### config.mk
export PLATFORM = sky130hd
export DESIGN_NAME = pls_tx_nway
export DESIGN_NICKNAME = d
export VERILOG_FILES = /design/src/rtl/pls_tx_nway.sv
export SDC_FILE = /design/constraint.sdc
export NUM_CORES = 1
export LEC_CHECK = 0
export ABC_AREA = 1
export BUFFER_PORTS_ARGS = -buffer_cell sky130_fd_sc_hd__clkbuf_2
export CAP_MARGIN = 20
export CORE_MARGIN = 2
export CORE_UTILIZATION = 55
export CTS_CLUSTER_DIAMETER = 30
export DETAILED_ROUTE_END_ITERATION = 8
export PLACE_DENSITY = 0.8
export SYNTH_ARGS = -nofsm -noshare
export SYNTH_HDL_FRONTEND = slang
export SYNTH_SLANG_ARGS = --single-unit
### constraint.sdc
create_clock -name clk_20mhz -period 1.8 [get_ports clk_20mhz]
set_input_delay 0.18 -clock clk_20mhz [delete_from_list [all_inputs] [get_ports clk_20mhz]]
set_output_delay 0.18 -clock clk_20mhz [all_outputs]
set_load 0.02 [all_outputs]
### src/rtl/pls_tx_nway.sv
// 10BASE-T PLS transmitter: Manchester data path, IDL delimiter, post-frame silence,
// and NLP / FLP link integrity signalling with registered line outputs.
module pls_tx_nway #(
   parameter int unsigned LINK_PERIOD    = 320000,
   parameter int unsigned LP_WIDTH       = 2,
   parameter int unsigned FLP_SLOT       = 1250,
   parameter int unsigned IDL_CYCLES     = 12,
   parameter int unsigned SILENCE_CYCLES = 48
) (
   input  logic        clk_20mhz,
   input  logic        rst_i,
   input  logic        data_enable,
   input  logic        txd_in,
   input  logic        flp_enable,
   input  logic [15:0] link_code_word,
   output logic        txd_out_p,
   output logic        txd_out_n,
   output logic        txbusy,
   output logic        pulse_active
);

   localparam int unsigned TW   = $clog2(LINK_PERIOD + 1);
   localparam int unsigned M1   = (FLP_SLOT > LP_WIDTH) ? FLP_SLOT : LP_WIDTH;
   localparam int unsigned M2   = (IDL_CYCLES > SILENCE_CYCLES) ? IDL_CYCLES : SILENCE_CYCLES;
   localparam int unsigned CMAX = (M1 > M2) ? M1 : M2;
   localparam int unsigned CW   = $clog2(CMAX + 1);
   localparam logic [5:0]  LastSlot = 6'd32;

   localparam logic [2:0] StIdle    = 3'd0;
   localparam logic [2:0] StH1      = 3'd1;
   localparam logic [2:0] StH2      = 3'd2;
   localparam logic [2:0] StIdl     = 3'd3;
   localparam logic [2:0] StSilence = 3'd4;
   localparam logic [2:0] StLink    = 3'd5;

   logic [2:0]    state_q, state_d;
   logic [TW-1:0] timer_q, timer_d, timer_inc;
   logic [CW-1:0] cnt_q, cnt_d;
   logic [5:0]    slot_q, slot_d;
   logic [15:0]   code_q, code_d;
   logic          flp_q, flp_d;
   logic          bit_q, bit_d;
   logic          p_q, p_d, n_q, n_d, busy_q, busy_d, pa_q, pa_d;

   // Even slots carry clock pulses; odd slot 2i+1 carries code word bit i.
   function automatic logic slot_pulse(input logic [5:0] s, input logic [15:0] cw);
      return (s[0] == 1'b0) ? 1'b1 : cw[s[4:1]];
   endfunction

   // Saturating so an overlong burst cannot wrap the timer and skip the next expiry.
   assign timer_inc = (timer_q == {TW{1'b1}}) ? timer_q : timer_q + TW'(1);

   always_comb begin
      state_d = state_q;
      timer_d = timer_q;
      cnt_d   = cnt_q;
      slot_d  = slot_q;
      code_d  = code_q;
      flp_d   = flp_q;
      bit_d   = bit_q;
      p_d     = 1'b0;
      n_d     = 1'b0;
      case (state_q)
         StIdle: begin
            if (data_enable) begin
               state_d = StH1;
               timer_d = '0;
               bit_d   = txd_in;
               p_d     = ~txd_in;
               n_d     = txd_in;
            end else if (timer_q >= TW'(LINK_PERIOD - 1)) begin
               state_d = StLink;
               timer_d = '0;
               flp_d   = flp_enable;
               code_d  = link_code_word;
               slot_d  = '0;
               cnt_d   = '0;
               p_d     = 1'b1;
            end else begin
               timer_d = timer_inc;
            end
         end
         StH1: begin
            state_d = StH2;
            p_d     = bit_q;
            n_d     = ~bit_q;
         end
         StH2: begin
            if (data_enable) begin
               state_d = StH1;
               bit_d   = txd_in;
               p_d     = ~txd_in;
               n_d     = txd_in;
            end else begin
               state_d = StIdl;
               cnt_d   = '0;
               p_d     = 1'b1;
            end
         end
         StIdl: begin
            if (cnt_q == CW'(IDL_CYCLES - 1)) begin
               state_d = StSilence;
               cnt_d   = '0;
            end else begin
               cnt_d = cnt_q + CW'(1);
               p_d   = 1'b1;
            end
         end
         StSilence: begin
            timer_d = timer_inc;
            if (cnt_q == CW'(SILENCE_CYCLES - 1)) begin
               state_d = StIdle;
            end else begin
               cnt_d = cnt_q + CW'(1);
            end
         end
         StLink: begin
            timer_d = timer_inc;
            if (!flp_q) begin
               if (cnt_q == CW'(LP_WIDTH - 1)) begin
                  state_d = StIdle;
               end else begin
                  cnt_d = cnt_q + CW'(1);
                  p_d   = 1'b1;
               end
            end else if (slot_q == LastSlot && cnt_q == CW'(LP_WIDTH - 1)) begin
               state_d = StIdle;
            end else if (cnt_q == CW'(FLP_SLOT - 1)) begin
               cnt_d  = '0;
               slot_d = slot_q + 6'd1;
               p_d    = slot_pulse(slot_q + 6'd1, code_q);
            end else begin
               cnt_d = cnt_q + CW'(1);
               p_d   = (cnt_q + CW'(1) < CW'(LP_WIDTH)) && slot_pulse(slot_q, code_q);
            end
         end
         default: state_d = StIdle;
      endcase
      busy_d = (state_d != StIdle);
      pa_d   = (state_d == StLink);
   end

   always_ff @(posedge clk_20mhz or posedge rst_i) begin
      if (rst_i) begin
         state_q <= StIdle;
         timer_q <= '0;
         cnt_q   <= '0;
         slot_q  <= '0;
         code_q  <= '0;
         flp_q   <= 1'b0;
         bit_q   <= 1'b0;
         p_q     <= 1'b0;
         n_q     <= 1'b0;
         busy_q  <= 1'b0;
         pa_q    <= 1'b0;
      end else begin
         state_q <= state_d;
         timer_q <= timer_d;
         cnt_q   <= cnt_d;
         slot_q  <= slot_d;
         code_q  <= code_d;
         flp_q   <= flp_d;
         bit_q   <= bit_d;
         p_q     <= p_d;
         n_q     <= n_d;
         busy_q  <= busy_d;
         pa_q    <= pa_d;
      end
   end

   assign txd_out_p    = p_q;
   assign txd_out_n    = n_q;
   assign txbusy       = busy_q;
   assign pulse_active = pa_q;

endmodule

# After elaboration in Yosys (flattened, before gate mapping)
# Index checks and enable logic that the tools add are counted.
# totals
elab_cells,101
output_inout_bits,4
ff_bits,61
# op_classes
muxes,46
n_eq_ne,21
order_cmp,4
reduce_logical,13
bitwise,3
addsub,3
# ops
cell,count
$mux W11,9
$mux W19,3
$pmux W11 S5,1
$pmux W19 S2,1
$mux W6,5
$mux W3,7
$add A19 B1 Y19 const B,1
$eq A19 B19 Y1 const B,1
$ge A19 B19 Y1 const B,1
$pmux W3 S6,1
$ne A2 B2 Y1 const B,7
$mux W1,13
$pmux W6 S2,1
$add A11 B1 Y11 const B,1
$eq A11 B1 Y1 const B,1
$eq A11 B11 Y1 const B,1
$eq A11 B4 Y1 const B,1
$eq A11 B6 Y1 const B,1
$lt A11 B2 Y1 const B,1
$lt A4 B5 Y1 const B,2
$eq A3 B3 Y1 const B,3
$bmux W1 S4,2
$reduce_and A7 Y1,1
$add A6 B1 Y6 const B,1
other kinds (17),24

# Depth between registers and ports, before layout
# depth
ltp_word,8
ltp_mapped,17

# Worst setup path before layout
# Ideal clock, no wire load.
# synth_timing
path_kind,flip-flop to flip-flop
from,register slot_q[1]
to,"register p_q, in the netlist txd_out_p"
slack_ns,-0.188
arrival_ns,1.869
setup_time_ns,0.119
n_path_buf,2
stages_incl_launch_ff,18
cell_sequence,dfrtp_1 clkinv_1 ha_1 clkbuf_1 buf_2 o21ai_0 nand2_1 nand2_1 nand2_1 nand2_1 nand2_1 nand3_1 nand2_1 inv_1 nand2_1 nand2_1 nand2_1 nand2_1
# synth_via
elab_chain_len,8
elab_cells_between_ends,14
classes_between,add/sub (1); eq/ne (1); mux (10); reduce/logical (2)
# synth_rtl
item,line_no,source
"start, declared",39,"logic [5:0] slot_q, slot_d;"
"start signal, assigned",160,slot_q <= slot_d;
$add A6 B1 Y6 or $bmux W1 S4 (tied branches),"131, 47",
$bmux W1 S4 or $mux W1 (tied branches),47,return (s[0] == 1'b0) ? 1'b1 : cw[s[4:1]];
$mux W1 (implied by the code),47,
$mux W1 or $logic_and A1 B1 Y1 (tied branches),"47, 134",
$mux W1,128,end else if (cnt_q == CW'(FLP_SLOT - 1)) begin
$mux W1 *,126,end else if (slot_q == LastSlot && cnt_q == CW'(LP_WIDTH - 1)) begin
$mux W1 *,119,if (!flp_q) begin
$pmux W1 S5 *,63,case (state_q)
net p_d,43,"logic p_q, p_d, n_q, n_d, busy_q, busy_d, pa_q, pa_d;"
"end signal, assigned",164,p_q <= p_d;
"end, declared",43,
# Mark *: on every way through the listed nets, which the timed path passes. The rest lies on a longest branch. The select of a mux whose other input is x is not followed.
# A chain may end at the register's enable or synchronous reset.

# Worst setup path in the final report
# Same ends and word-level chain as after synthesis.

==> results by group <==
Outcome
  • Run status: complete, but fails checks
  • Failing checks: setup timing

Clock network
  • Clk buf depth: 2
  • H-tree Lvls: 3
  • TritonCTS clock tree: yes
  • Clk_lat worst skew: around 0.35 ns
  • CTS sink count: just over 60
  • TritonCTS Buffers: 9
  • Clock Root Buffer: clkbuf_8
  • Clk slew on worst S/H paths: around 0.090 ns

Global routing
  • Vias in the first global route: 3688
  • Initial antenna violation count: 0
  • First-pass GRT wire length: 16500 um
  • GR Util All Layers: 0.271
  • Largest net degree at the start of global routing: 62
  • Grt total ovfl: 0

Die
  • Die span in x: between 80 and 90 um
  • FP Rows: 31
  • Num ports: 25
  • Die Footprint: around 0.0080 mm2
  • Die height: slightly below 90 um
  • Starting Density: 0.561
  • Core region area: just over 0.007 mm2

Worst setup path
  • Worst setup path class: flop to flop
  • WP data arrival: approximately 2.2 ns
  • Crit start category: flop
  • CP Capture Type: flop
  • Worst Path Required: around 2.0 ns
  • Crit-path max FO: 10

Yosys
  • Area contributors post-synth: dfrtp_1 38%, nand2_1 15%, nand3_1 7.9%
  • Synth cell count leaders: 163 x nand2_1, 72 x inv_1, 70 x nor2_1
  • Synthesis Warnings: 0
  • Cells after synthesis: roughly 590
  • Cell taking the most area after synthesis: dfrtp_1
  • Most frequent cell after synthesis: nand2_1
  • Post-synth EDFFs: 0
  • Top-area cell type share of the netlist area: 0.381
  • Unique masters post-synth: 39
  • Synth Flop Type: dfrtp_1
  • Syn Area/Cell: between 6 and 7 um2
  • Seq/Total Area, Yosys: 0.381
  • Async SR Flop Fraction: 1.00
  • Post-synthesis register bit count: 61
  • Post-Syn Area: about 0.004 mm2
  • Post-synth net total: 612

STA
  • Final hold violations: 0
  • Max-slew headroom: 0.694
  • TNS Setup: -0.537 ns
  • Final period utilization: 1.09
  • # setup viols final: 13
  • Fin. max-slew vios: 0
  • RSZ-0062 raised after global routing: true
  • Max Clk Rate: roughly 0.51 GHz
  • Worst-Margin Slew: between 0.4 and 0.5 ns
  • Worst Skew: approximately 0.017 ns
  • Final worst slack: -0.156 ns
  • Final min period: approximately 2 ns
  • Hold WS: 0.0592 ns

Route
  • Drt via density: approximately 5.7
  • Final wirelength: ~12000 um
  • Total number of vias: 4373
  • Routed length per instance: approximately 15 um
  • Initial DRC Count: roughly 450
  • Pre-Repair DR Iteration Count: 7
  • Post-detailed-route count of antenna-violating nets: 0
  • # DRC: 0

Final layout
  • Fin util: 0.732
  • Post-Layout Cell Count: between 700 and 800
  • Area Growth Syn to Fin: 30.4%
  • Layout cells sized above 1: 0.290
  • Fillers: between 500 and 600
  • Final net count: 694
  • Antenna Cells: 0
  • Final Cell Area: 0.00522 mm2

Placed design
  • Final HPWL DP: between 7000 and 8000 um
  • Placed inst area: approximately 0.0045 mm2
  • Placed instance count: 733
  • I/O Buffers: 24
  • Gpl congestion: between 1 and 1.5
  • Placement Setup Slack: -0.0588 ns

Run
  • Max_cap viols: 0

Pwr
  • Design Power: roughly 5.3 mW
  • Pwr dens: around 1000 mW/mm2
  • Leak Pwr: 2.49 nW
  • Peak supply drop: approximately 0.81 mV

Min path
  • Tightest Hold Check Type: input pin to flop
==> power by group <==
group | internal, mW | switching [mW]
clock | 0.687 | 0.606
sequential | 1.57 | 0.187
combinational | 0.843 | 1.37
total | 3.10 | 2.17
==> kinds of logic (layout without fill, tap and decap cells) <==
family	count (synthesis)	in the layout	share of synthesized area
compound gates	70	70	0.0946
xor+xnor	14	14	0.0306
fa+ha+maj	6	6	0.0187
buf+inv	90	175	0.0928
flops	61	61	0.381
mux	1	1	0.00250
simple gates	343	345	0.380
==> metal layers <==
metal  part of all wire  track usage  vias to the layer above
li1                   -            -                     2051
met1               0.40        0.342                     2047
met2               0.51        0.454                      230
met3              0.064       0.0508                       45
met4              0.034        0.118                        0
met5                  0            0                        -
==> state kept, by name, indices dropped and copies added, names as in the netlist <==
register / flops
timer_q: 19
code_q: 16
cnt_q: 11
slot_q: 6
state_q: 3
bit_q: 1
flp_q: 1
pulse_active: 1
txbusy: 1
txd_out_n: 1
txd_out_p: 1
==> cell usage in the layout, fill, tap and decap left out, drive strengths merged, types with 10 or more instances in the layout <==
master  Yosys  routed
o21ai      41      41
dfrtp      61      61
buf         9      55
nor2       77      78
nand4      15      15
nor3       11      11
inv        76      78
xor2       10      10
nand3      67      67
nand2     167     168
a21oi      22      22
clkbuf      4      36
==> worst paths after layout <==
kind,from,endpoint,slack [ns],depth (start not counted)
setup / recovery,slot_q[1]$_DFFE_PP0P_,txd_out_p$_DFF_PP0_,-0.16,15
hold / removal,link_code_word[9],code_q[9]$_DFFE_PP0P_,0.06,3
setup reg to reg,slot_q[1]$_DFFE_PP0P_,txd_out_p$_DFF_PP0_,-0.16,15
hold reg to reg,bit_q$_DFFE_PP0P_,txd_out_n$_DFF_PP0_,0.48,1
max in group asynchronous,rst_i,timer_q[5]$_DFFE_PP0P_,1.07,4
min in group asynchronous,rst_i,code_q[13]$_DFFE_PP0P_,0.41,4
==> area by class of cell <==
cell class                      count  area (um2)  share of cell area
Clock buffer                       10         138              0.0264
Sequential cell                    61        1540               0.294
Timing Repair Buffer               82         641               0.123
Inverter                           77         290              0.0556
Clock inverter                      6        68.8              0.0132
Multi-Input combinational cell    436        2420               0.464
Tap cell                           99         124              0.0237
==> critical path, stage by stage (launching register included) <==
cell	delay, ns
dfrtp_1	0.43
buf_4	0.14
buf_4	0.16
nand4_1	0.15
nand2_1	0.19
inv_1	0.10
nand2_1	0.08
nand2_1	0.05
nand2_1	0.06
nand3_2	0.07
nand2_1	0.07
inv_1	0.04
nand2_1	0.06
nand2_1	0.06
nand2_1	0.08
nand2_1	0.07
==> repair_timing <==
item                                   in CTS  in global routing
buffers inserted                            3                 13
endpoints found under the hold margin      61                  0
setup endpoints to repair                  29                 56
pin swaps                                   4                 36
hold buffers                                1                  0
resized for setup                          13                 91
gates cloned                                1                  4
Power figures use the tool's default switching activity.
